**src/rtl/johnson_monitor.sv**
```systemverilog
// Johnson counter monitor: tracks a 4-bit Johnson sequence, locks after LOCK_LEN legal steps, counts revolutions.
// Optional stall detection while LOCKED is compiled in with macro JOHNSON_STALL_CHECK_EN.
module johnson_monitor #(
    parameter int unsigned LOCK_LEN = 4
`ifdef JOHNSON_STALL_CHECK_EN
    ,
    parameter int unsigned STALL_LIM = 16
`endif
) (
    input  logic       clk,
    input  logic       reset,
    input  logic [3:0] count_in,
    input  logic       count_vld,
    input  logic       err_clr,
    output logic [7:0] phase,
    output logic [7:0] rev_cnt,
    output logic       locked,
    output logic       seq_err,
    output logic       illegal_err
`ifdef JOHNSON_STALL_CHECK_EN
    ,
    output logic       stall_err
`endif
);

    typedef enum logic [1:0] {
        SEARCH = 2'd0,
        TRACK  = 2'd1,
        LOCKED = 2'd2
    } state_t;

    localparam logic [3:0] LOCK_W = 4'(LOCK_LEN);

    state_t      state_q, state_d;
    logic [3:0]  streak_q, streak_d;
    logic [3:0]  last_q, last_d;
    logic [7:0]  phase_q, phase_d;
    logic [7:0]  rev_q, rev_d;
    logic        seq_err_q, seq_err_d;
    logic        ill_err_q, ill_err_d;

    logic        legal;
    logic [2:0]  idx;
    logic [3:0]  succ;
    logic        is_step;
    logic        seq_ev, ill_ev;

`ifdef JOHNSON_STALL_CHECK_EN
    localparam logic [7:0] STALL_W = 8'(STALL_LIM);
    logic [7:0]  idle_q, idle_d;
    logic        stall_err_q, stall_err_d;
    logic        stall_ev;
`endif

    always_comb begin
        legal = 1'b1;
        idx   = 3'd0;
        case (count_in)
            4'b0000: idx = 3'd0;
            4'b0001: idx = 3'd1;
            4'b0011: idx = 3'd2;
            4'b0111: idx = 3'd3;
            4'b1111: idx = 3'd4;
            4'b1110: idx = 3'd5;
            4'b1100: idx = 3'd6;
            4'b1000: idx = 3'd7;
            default: legal = 1'b0;
        endcase
    end

    // last_q only ever holds a legal code, so its shift successor is always legal too
    assign succ    = {last_q[2:0], ~last_q[3]};
    assign is_step = legal && (count_in == succ);

    always_comb begin
        state_d  = state_q;
        streak_d = streak_q;
        last_d   = last_q;
        phase_d  = phase_q;
        rev_d    = rev_q;
        seq_ev   = 1'b0;
        ill_ev   = 1'b0;
`ifdef JOHNSON_STALL_CHECK_EN
        idle_d   = idle_q;
        stall_ev = 1'b0;
`endif
        if (count_vld) begin
            if (state_q == SEARCH) begin
                if (legal) begin
                    last_d   = count_in;
                    phase_d  = 8'b1 << idx;
                    streak_d = '0;
                    state_d  = TRACK;
                end else begin
                    ill_ev = 1'b1;
                end
            end else if (!legal) begin
                ill_ev   = 1'b1;
                phase_d  = '0;
                streak_d = '0;
                state_d  = SEARCH;
            end else if (is_step) begin
                last_d   = count_in;
                phase_d  = 8'b1 << idx;
                streak_d = (streak_q == 4'hF) ? streak_q : streak_q + 4'd1;
                if (last_q == 4'b1000) rev_d = rev_q + 8'd1;
                if (state_q == TRACK && streak_d >= LOCK_W) state_d = LOCKED;
            end else begin
                seq_ev   = 1'b1;
                last_d   = count_in;
                phase_d  = 8'b1 << idx;
                streak_d = '0;
                state_d  = TRACK;
            end
        end
`ifdef JOHNSON_STALL_CHECK_EN
        if (count_vld) begin
            idle_d = '0;
        end else if (state_q == LOCKED) begin
            if (idle_q + 8'd1 == STALL_W) begin
                stall_ev = 1'b1;
                idle_d   = '0;
                streak_d = '0;
                state_d  = SEARCH;
            end else begin
                idle_d = idle_q + 8'd1;
            end
        end
        stall_err_d = (stall_err_q & ~err_clr) | stall_ev;
`endif
        seq_err_d = (seq_err_q & ~err_clr) | seq_ev;
        ill_err_d = (ill_err_q & ~err_clr) | ill_ev;
    end

    always_ff @(posedge clk or posedge reset) begin
        if (reset) begin
            state_q     <= SEARCH;
            streak_q    <= '0;
            last_q      <= '0;
            phase_q     <= '0;
            rev_q       <= '0;
            seq_err_q   <= 1'b0;
            ill_err_q   <= 1'b0;
`ifdef JOHNSON_STALL_CHECK_EN
            idle_q      <= '0;
            stall_err_q <= 1'b0;
`endif
        end else begin
            state_q     <= state_d;
            streak_q    <= streak_d;
            last_q      <= last_d;
            phase_q     <= phase_d;
            rev_q       <= rev_d;
            seq_err_q   <= seq_err_d;
            ill_err_q   <= ill_err_d;
`ifdef JOHNSON_STALL_CHECK_EN
            idle_q      <= idle_d;
            stall_err_q <= stall_err_d;
`endif
        end
    end

    assign phase       = phase_q;
    assign rev_cnt     = rev_q;
    assign locked      = (state_q == LOCKED);
    assign seq_err     = seq_err_q;
    assign illegal_err = ill_err_q;
`ifdef JOHNSON_STALL_CHECK_EN
    assign stall_err   = stall_err_q;
`endif

endmodule
```
**config.mk**
```make
export PLATFORM = sky130hd
export DESIGN_NAME = johnson_monitor
export DESIGN_NICKNAME = d
export VERILOG_FILES = /design/src/rtl/johnson_monitor.sv
export SDC_FILE = /design/constraint.sdc
export NUM_CORES = 1
export LEC_CHECK = 0
export CAP_MARGIN = 15
export CORE_MARGIN = 5
export CORE_UTILIZATION = 40
export CTS_CLUSTER_SIZE = 24
export DETAILED_ROUTE_END_ITERATION = 7
export SYNTH_ARGS = -nofsm -noshare
export SYNTH_HDL_FRONTEND = slang
export SYNTH_SLANG_ARGS = --single-unit
```
**constraint.sdc**
```tcl
create_clock -name clk -period 1.8 [get_ports clk]
set_input_delay 0.27 -clock clk [delete_from_list [all_inputs] [get_ports clk]]
set_output_delay 0.27 -clock clk [all_outputs]
set_load 0.05 [all_outputs]
```
==> out/metrics.yaml <==
cts_root_buf: "clkbuf_8"
start_kind: "input pin"
hold_violations: 0
placedInstanceArea_sq_mm: 0.00189
dp_hpwl_mm: 2.51
finalSetupViolations: 0
fp-row-count: 22
drt_pass1_iterations: 4
final_antenna_net_count: 0
drc: 0
drtIter0Drc: 40
routed_wl_mm: 3.39
antenna_cells: 0
wl_per_cell_microns: 14.0
r2r-start: "last_q[1]"
insertion_delay_ps: 270
clock_path_buffers: 2
leakagePower_nw: 0.896
drv_cap: 0
finalCriticalPeriod_ps: 1740
syn_inst: 155
die_w_microns: 71.5
io_pins: 27
fin_crit_sh_pct: 96.8
grt_pass1_wl_mm: 5.64
ff2ff_setup_slack_ps: 90
grt_max_degree: 29
yosys.cell_types.count: 41
fp.dieH_microns: 71.5
grt_overflow: 0
dieArea_sq_mm: 0.00512
synth_xor_area_share_pct: 7.35
htreeDepth: 1
synth_compound_area_share_pct: 16.4
status: "finished, final reports clean"
synth_area_sq_mm: 0.00152
port_buffers: 26
powerDensity_mw_per_mm2: 750
synth_top_family_by_area: "simple AND/OR/NAND/NOR gates"
numCtsBuffers: 3
yosys.area_share.simple_pct: 19.7
cts_sinks: 28
required_ps: 1960
via_per_inst: 5.35
syn_nets: 165
path_clk_slew_ps: 100
yosysWarnings: 0
antenna_found_initial: 0
ys_ff_latch: 28
r2r_cells: 6
fin_cells: 243
gp_routability_congestion: 0.855
synthMuxAreaShare_pct: 3.55
hold_path_class: "in2async"
path_max_fanout: 5
slew_viol_final: 0
rsz0062_at_grt: "true"
arrival_ps: 1900
dp_cells: 239
max_freq_mhz: 574
fin_nets: 206
synthAdderAreaFrac_pct: 1.65
final_layout_size_suffix_gt1_share_pct: 21.5
skew_ps: 5.76
cts_hold_buf: 0
maxSlewHeadroom_pct: 66.5
setup.worst_path.class: "in2reg"
vias: 1300
initial_core_util_pct: 41.4
grt_use_total_pct: 13.6
r2r-end: "rev_cnt[4]"
worst_setup_path_end_kind: "register"
cts_tree: "built"
fin_area_sq_mm: 0.00198
avgSynthCellArea_sq_um: 9.78
core_area_sq_mm: 0.00366
ys_seq_area_share_pct: 46.2
vdd_drop_max_mv: 0.336
tightest_slew_ps: 501
area_growth_pct: 30.9
grt_pass1_vias: 1243
-- per-layer routing --
layer / track usage [%] / wire length (microns)
met1: 18.1 / 1570
met4: 4.80 / 42
met5: 0 / 0
met2: 22.1 / 1630
met3: 2.66 / 157
-- flip-flops by register name (all words and copies together) (netlist names) --
name         flops
phase            8
rev_cnt          8
last_q           4
streak_q         4
illegal_err      1
state_q          2
seq_err          1
-- metrics by stage --
stage / hold WS, ps / setup TNS, ps / total power (W) / utilization (%) / setup WS, ps
2_1_floorplan: 335 / 0 / 0.000968 / - / 133
3_3_place_gp: 463 / -7410 / 0.00109 / 51.7 / -402
3_5_place_dp: 470 / -7920 / 0.00110 / 51.7 / -449
4_1_cts: 379 / 0 / 0.00149 / 53.5 / 50.6
5_1_grt: 398 / -184 / 0.00158 / 54.2 / -49.9
6_report: 368 / 0 / 0.00149 / 54.2 / 57.9
-- timing repair --
action	CTS	global route
gates cloned	0	0
pin swaps	0	1
resized for setup	5	4
setup endpoints to repair	19	5
buffers inserted	0	0
-- report_power, final --
part	switching (W)	total [W]	internal, W	leakage [nW]
Clock	0.000187	0.000383	0.000195	0.0288
Combinational	0.000214	0.000375	0.000161	0.491
Sequential	0.0000551	0.000729	0.000674	0.377
Total	0.000457	0.00149	0.00103	0.896
-- Yosys cell counts (all sizes together) --
cell	n	area share, %
nor2b	1	0.41
a211oi	2	0.99
inv	7	1.7
or3	1	0.41
ha	2	1.7
xnor2	9	5.7
and4	1	0.58
a31oi	3	1.2
o21a	1	0.50
xor2	2	1.7
nand2	21	5.2
dfrtp	28	46
or4bb	1	0.74
o31ai	3	1.5
or2	1	0.41
nand3b	1	0.50
nor3	2	0.66
nor4b	2	2.1
nand2b	2	0.83
a41oi	2	1.2
o41ai	3	1.7
nand3	4	1.3
a21oi	15	5.0
buf	5	2.8
o21ai	9	3.2
nor2	8	2.0
mux2	3	2.2
clkbuf	2	0.50
nand4	6	2.9
o2111ai	1	0.58
a22o	1	0.58
mux2i	2	1.3
and3	4	1.7
-- layout by cell type, fill, tap and decap left out, types with 2 or more instances in the layout --
master / synthesis / final
ha_1: 2 / 2
o41ai_1: 3 / 3
a21oi_1: 15 / 15
clkbuf_8: 0 / 4
mux2_2: 2 / 2
nor2_1: 8 / 8
xnor2_1: 8 / 6
xnor2_2: 1 / 3
dfrtp_1: 28 / 27
inv_1: 7 / 7
mux2i_1: 2 / 2
a211oi_1: 2 / 2
nor3_1: 2 / 2
o31ai_1: 3 / 3
o21ai_0: 8 / 8
dlygate4sd2_1: 0 / 3
and3_1: 4 / 4
nand2_1: 21 / 21
buf_4: 2 / 25
nand3_1: 4 / 4
clkdlybuf4s50_1: 0 / 15
nor4b_4: 1 / 2
a31oi_1: 3 / 3
nand2b_1: 2 / 2
nand4_1: 5 / 5
-- critical path: stages --
cell and delay, ps:
clkdlybuf4s50_1 540, buf_4 150, mux2_2 380, and3_1 220, a41oi_2 240, o21ai_0 100
-- how the worst max path moves through the flow --
stage / cells after the start / endpoint / start / slack [ps]
after floorplan: 4 / rev_cnt[1] / last_q[1] / 130
after global placement: 6 / streak_q[1] / count_in[3] / -400
after detailed placement: 6 / streak_q[1] / count_in[3] / -450
after CTS: 1 / rev_cnt[7] / rev_cnt[7] / 50
after global routing: 6 / rev_cnt[4] / last_q[0] / -50
final: 6 / streak_q[1] / count_in[1] / 60
-- logic make-up after synthesis --
family                     after synthesis
buffers and inverters                   14
DFF                                     28
AOI/OAI and AO/OA                       40
xor gates and xnor gates                11
adders and majority gates                2
muxes                                    5
and+or+nand+nor                         55
-- layout make-up --
cell class                 instances  area, sq um
clock buffer                       4         55.1
inverter                           7         26.3
fill                             349         1680
sequential                        28          702
tap                               48         60.1
multi-input combinational        113          776
timing repair buffer              43          364
Note: power is estimated with default switching activity, not from simulation.
==> RTL edit 1, RTL diff (config.mk and constraints unchanged) <==
Add a define of `JOHNSON_STALL_CHECK_EN`.
--- a/src/rtl/johnson_monitor.sv
+++ b/src/rtl/johnson_monitor.sv
@@ -1,5 +1,7 @@
 // Johnson counter monitor: tracks a 4-bit Johnson sequence, locks after LOCK_LEN legal steps, counts revolutions.
 // Optional stall detection while LOCKED is compiled in with macro JOHNSON_STALL_CHECK_EN.
+`define JOHNSON_STALL_CHECK_EN
+
 module johnson_monitor #(
     parameter int unsigned LOCK_LEN = 4
 `ifdef JOHNSON_STALL_CHECK_EN
Behaviour (old outputs only; new: stall_err): no difference found for any inputs over 10 cycles, from zero or initial values and one cycle with reset high; that may be too few to reach the edited logic, so the function may still have changed.
==> RTL edit 1 against the unedited design <==
Critical path depth up 1. Worst setup slack worse by 0.036 ns. Power up 25%. Register-to-register slack worse by 0.03 ns. Combinational power down 1%. Sequential cell count up 9. Count of clock-buffer cells in the layout up 3. Design area up 34%. Via count up 29%. Global-route usage up 1.6 points. Maximum frequency down 2.0%. Wire length up 32%. Synthesized area up 29%. Critical endpoint is now rev_cnt[4]$_DFFE_PP0P_. Largest power group unchanged.
==> RTL edit 1: results (changes against the unedited design) <==
Leak pwr: 1.238 nW (was 0.8962 nW)
Largest net degree at the start of global routing: 38 (was 29)
Syn Nets: 211 (was 165)
Register area share after synthesis: 0.4725 (was 0.4624)
Vias: 1,680 (was 1,300)
Peak supply drop: 0.3797 mV (was 0.3364 mV)
Worst-path clk slew: 0.07 ns (was 0.10 ns)
Worst path arrival time: 1.95 ns (was 1.90 ns)
Fillers: 442 (was 349)
Final hold slack: 0.3986 ns (was 0.3675 ns)
Nets@finish: 269 (was 206)
Unique masters post-synth: 47 (was 41)
R2r startpoint: last_q[2]$_DFFE_PP0P_ (was last_q[1]$_DFFE_PP0P_)
Internal power: 1.335 mW (was 1.030 mW)
Routed len/inst: 13.73 microns (was 13.96 microns)
Maximum clock skew at final layout: 0.001816 ns (was 0.005764 ns)
Crit-path max cell delay: 0.43 ns (was 0.54 ns)
R2R setup slack: 0.06 ns (was 0.09 ns)
Vias in the first global route: 1,603 (was 1,243)
Largest delay share family, worst path: simple AND/OR/NAND/NOR gates (was buffers and inverters)
Starting DRT DRC Count: 135 (was 40)
Crit-path max FO: 3 (was 5)
Status: completed (unchanged)
Ratio of cells with drive above 1 in the final layout: 0.2558 (was 0.2154)
Synth cell count leaders: dfrtp_1 (37), nand2_1 (21), nand3_1 (20) (was dfrtp_1 (28), nand2_1 (21), a21oi_1 (15))
Ranking of synthesized cells by area: dfrtp_1 (47%), nand3_1 (5.1%), xor2_1 (4.9%) (was dfrtp_1 (46%), nand2_1 (5.2%), a21oi_1 (5.0%))
[RTL edit 1: cell count changes after synthesis, moves of 3 or more]
cell	before	now
a21oi_1	15	10
and2_1	0	3
dfrtp_1	28	37
nand3_1	4	20
nor4_1	0	3
o211ai_1	0	4
o21ai_0	8	5
o22ai_1	0	3
xnor2_1	8	4
xor2_1	1	11
[RTL edit 1: cell families (layout without fill, tap and decap cells)]
family          count (synthesis)  in the layout  share of synthesized area
compound gates                 40             40                     0.1431
xor+xnor                       15             15                    0.06705
fa+ha+maj                       3              3                    0.01916
buf+inv                        17             75                    0.03895
flops                          37             37                     0.4725
mux                             5              5                    0.03065
simple gates                   83             83                     0.2286
[RTL edit 1: through the flow]
step	area (sq um)	utilization	instances	TNS, ns	setup WS [ns]
5_1_grt	2653	0.5579	325	-0.3307	-0.05100
3_3_place_gp	2481	0.5218	316	-5.750	-0.3359
3_5_place_dp	2481	0.5218	316	-6.019	-0.3940
4_1_cts	2592	0.5453	323	0	0.004966
2_1_floorplan	1959	-	200	0	0.01994
6_report	2653	0.5579	325	0	0.02149
[RTL edit 1: worst register-to-register path: cells and delay by family (launching register included)]
family	cells	cell delay [ns]
buffers and inverters	1	0.12
XOR/XNOR	2	0.31
AND/OR/NAND/NOR	3	0.80
flip-flops	1	0.40
[RTL edit 1: layout make-up]
class,instances,area share
multi-input cells,146,0.3868
inverters,9,0.01274
repair buffers,59,0.1873
flip-flops and latches,37,0.3491
well taps,67,0.03160
clock buffers,7,0.03255
[RTL edit 1: how the worst max path moves through the flow]
stage / slack [ns] / from / endpoint / cells past startpoint
detailed placement: -0.39 / count_in[1] / rev_cnt[5]$_DFFE_PP0P_ / 6
floorplan: 0.02 / state_q[1]$_DFF_PP0_ / idle_q[6]$_DFFE_PP0P_ / 6
CTS: 0.005 / count_in[0] / rev_cnt[4]$_DFFE_PP0P_ / 7
finish: 0.02 / count_in[3] / rev_cnt[4]$_DFFE_PP0P_ / 7
global placement: -0.34 / count_in[1] / rev_cnt[5]$_DFFE_PP0P_ / 6
global route: -0.05 / count_in[3] / rev_cnt[7]$_DFFE_PP0P_ / 6
[RTL edit 1: routing by layer]
metal  track usage  part of all wire
met1        0.1909              0.46
met2        0.2409              0.49
met3       0.04402             0.040
met4       0.06757             0.017
met5             0                 0
[RTL edit 1: power groups by stage]
stage               logic [mW]  clock network (mW)  registers (mW)
finish                   0.371               0.575           0.908
global route             0.401               0.638           0.916
CTS                      0.352               0.605           0.910
detailed placement       0.348                   0           0.926
global placement         0.347                   0           0.925
floorplan                0.156                   0           0.977
[RTL edit 1: what timing repair did]
item,4_1_cts,5_1_grt
setup buffers,0,2
gates resized for setup,6,8
pin swaps,2,5
setup endpoints to repair,10,14
==> RTL edit 2, RTL diff (same settings) <==
Without the edit above. Re-encode `state_t` (3 states) as one-hot, 3 bits wide.
--- a/src/rtl/johnson_monitor.sv
+++ b/src/rtl/johnson_monitor.sv
@@ -23,10 +23,10 @@
 `endif
 );
 
-    typedef enum logic [1:0] {
-        SEARCH = 2'd0,
-        TRACK  = 2'd1,
-        LOCKED = 2'd2
+    typedef enum logic [2:0] {
+        SEARCH = 3'b001,
+        TRACK  = 3'b010,
+        LOCKED = 3'b100
     } state_t;
 
     localparam logic [3:0] LOCK_W = 4'(LOCK_LEN);
Formal check against the unedited RTL: same outputs for any inputs over 10 cycles, from zero or initial values and one cycle with reset high; not proved beyond that.
==> RTL edit 2 against the unedited design <==
Sequential cell count grew 1. Critical endpoint is now rev_cnt[1]$_DFFE_PP0P_. Worst setup slack improved by 0.013 ns. Design area rose by 7.4%. Sequential share of layout area down 1.3 points. Synthesized area fell by 0.17%. Via count grew 4.2%. Wire length is 5.7% higher. Largest power group unchanged. Power increased by 7.3%. Synthesized cell count is 1.9% higher. Non-clock buffer count up 12. Critical path depth fell by 1. Die area fell by 0.14%. Clock power grew 33%.
==> RTL edit 2: results (changes against the unedited design) <==
Largest delay share family, worst path: flip-flops (was buffers and inverters)
Net Sw Power: 0.4764 mW (was 0.4567 mW)
Adder-Cell Fraction of Synth Area: 0.01654 (was 0.01652)
Ratio of cells with drive above 1 in the final layout: 0.3178 (was 0.2154)
Global-route wire length before repair: 6.361 mm (was 5.637 mm)
Largest net degree at the start of global routing: 21 (was 29)
Crit-path max FO: 8 (was 5)
Combinational power share: 0.225 (was 0.252)
H-tree depth: 2 (was 1)
Area after DPL: 2003 sq um (was 1893 sq um)
Slew @ Worst Pin: 0.4933 ns (was 0.5005 ns)
Crit. Startpoint: last_q[2]$_DFFE_PP0P_ (was count_in[1])
Fin crit share: 0.9606 (was 0.9678)
Peak supply drop: 0.5468 mV (was 0.3364 mV)
Post-CTS Resized: 13 (was 5)
Setup WS pre-CTS: -0.5673 ns (was -0.4489 ns)
Met2 GRT Util: 0.2306 (was 0.2214)
Leak pwr: 1.007 nW (was 0.8962 nW)
Post-CTS Setup Inserts: 1 (was 0)
Vias: 1,354 (was 1,300)
Post-synthesis compound-gate area fraction: 0.1489 (was 0.1643)
Status: completed (unchanged)
Maximum clock skew at final layout: 0.0009714 ns (was 0.005764 ns)
Worst-path clk slew: 0.06 ns (was 0.10 ns)
GPL Wtd Cong: 0.8241 (was 0.8552)
Unique masters post-synth: 43 (was 41)
Register area share after synthesis: 0.4806 (was 0.4624)
Starting DRT DRC Count: 75 (was 40)
Worst r2r dst: rev_cnt[1]$_DFFE_PP0P_ (was rev_cnt[4]$_DFFE_PP0P_)
Vias/cell: 5.168 (was 5.350)
Final hold slack: 0.2901 ns (was 0.3675 ns)
Placed cells: 253 (was 239)
Tot GR Track Use: 0.1585 (was 0.1364)
Synth cell count leaders: dfrtp_1 (28), nand2_1 (20), nor2_1 (12) (was dfrtp_1 (28), nand2_1 (21), a21oi_1 (15))
Post-synthesis mux area share: 0.02151 (was 0.03551)
Sw frac: 0.2987 (was 0.3071)
R2R setup slack: 0.07 ns (was 0.09 ns)
WS Path Type: flip-flop to flip-flop (was primary input to flip-flop)
GRT met3 Usage: 0.05610 (was 0.02665)
Slowest cell on crit path: dfrtp_1 (was clkdlybuf4s50_1)
Crit-path max cell delay: 0.42 ns (was 0.54 ns)
Met1 Usage GRT: 0.2095 (was 0.1809)
Routed len/inst: 13.69 microns (was 13.96 microns)
Syn Nets: 168 (was 165)
[RTL edit 2: changes by cell type after synthesis, moves of 3 or more]
cell | unedited run | this run
nor2_1 | 8 | 12
buf_2 | 1 | 4
a21oi_1 | 15 | 4
nand4_1 | 5 | 8
[RTL edit 2: layer usage]
layer  vias to the layer above  part of all wire
met5                         -                 0
met4                         0             0.021
met3                         5             0.059
met2                        29              0.45
met1                       645              0.47
li1                        675                 -
[RTL edit 2: final cells by class]
| cell class | count | area (sq um) |
|---|---|---|
| Timing Repair Buffer | 55 | 456.7 |
| Multi-Input combinational cell | 112 | 760.7 |
| Clock buffer | 6 | 72.57 |
| Clock inverter | 2 | 10.01 |
| Inverter | 10 | 42.54 |
| Fill cell | 337 | 1531 |
| Sequential cell | 29 | 726.9 |
| Tap cell | 48 | 60.06 |
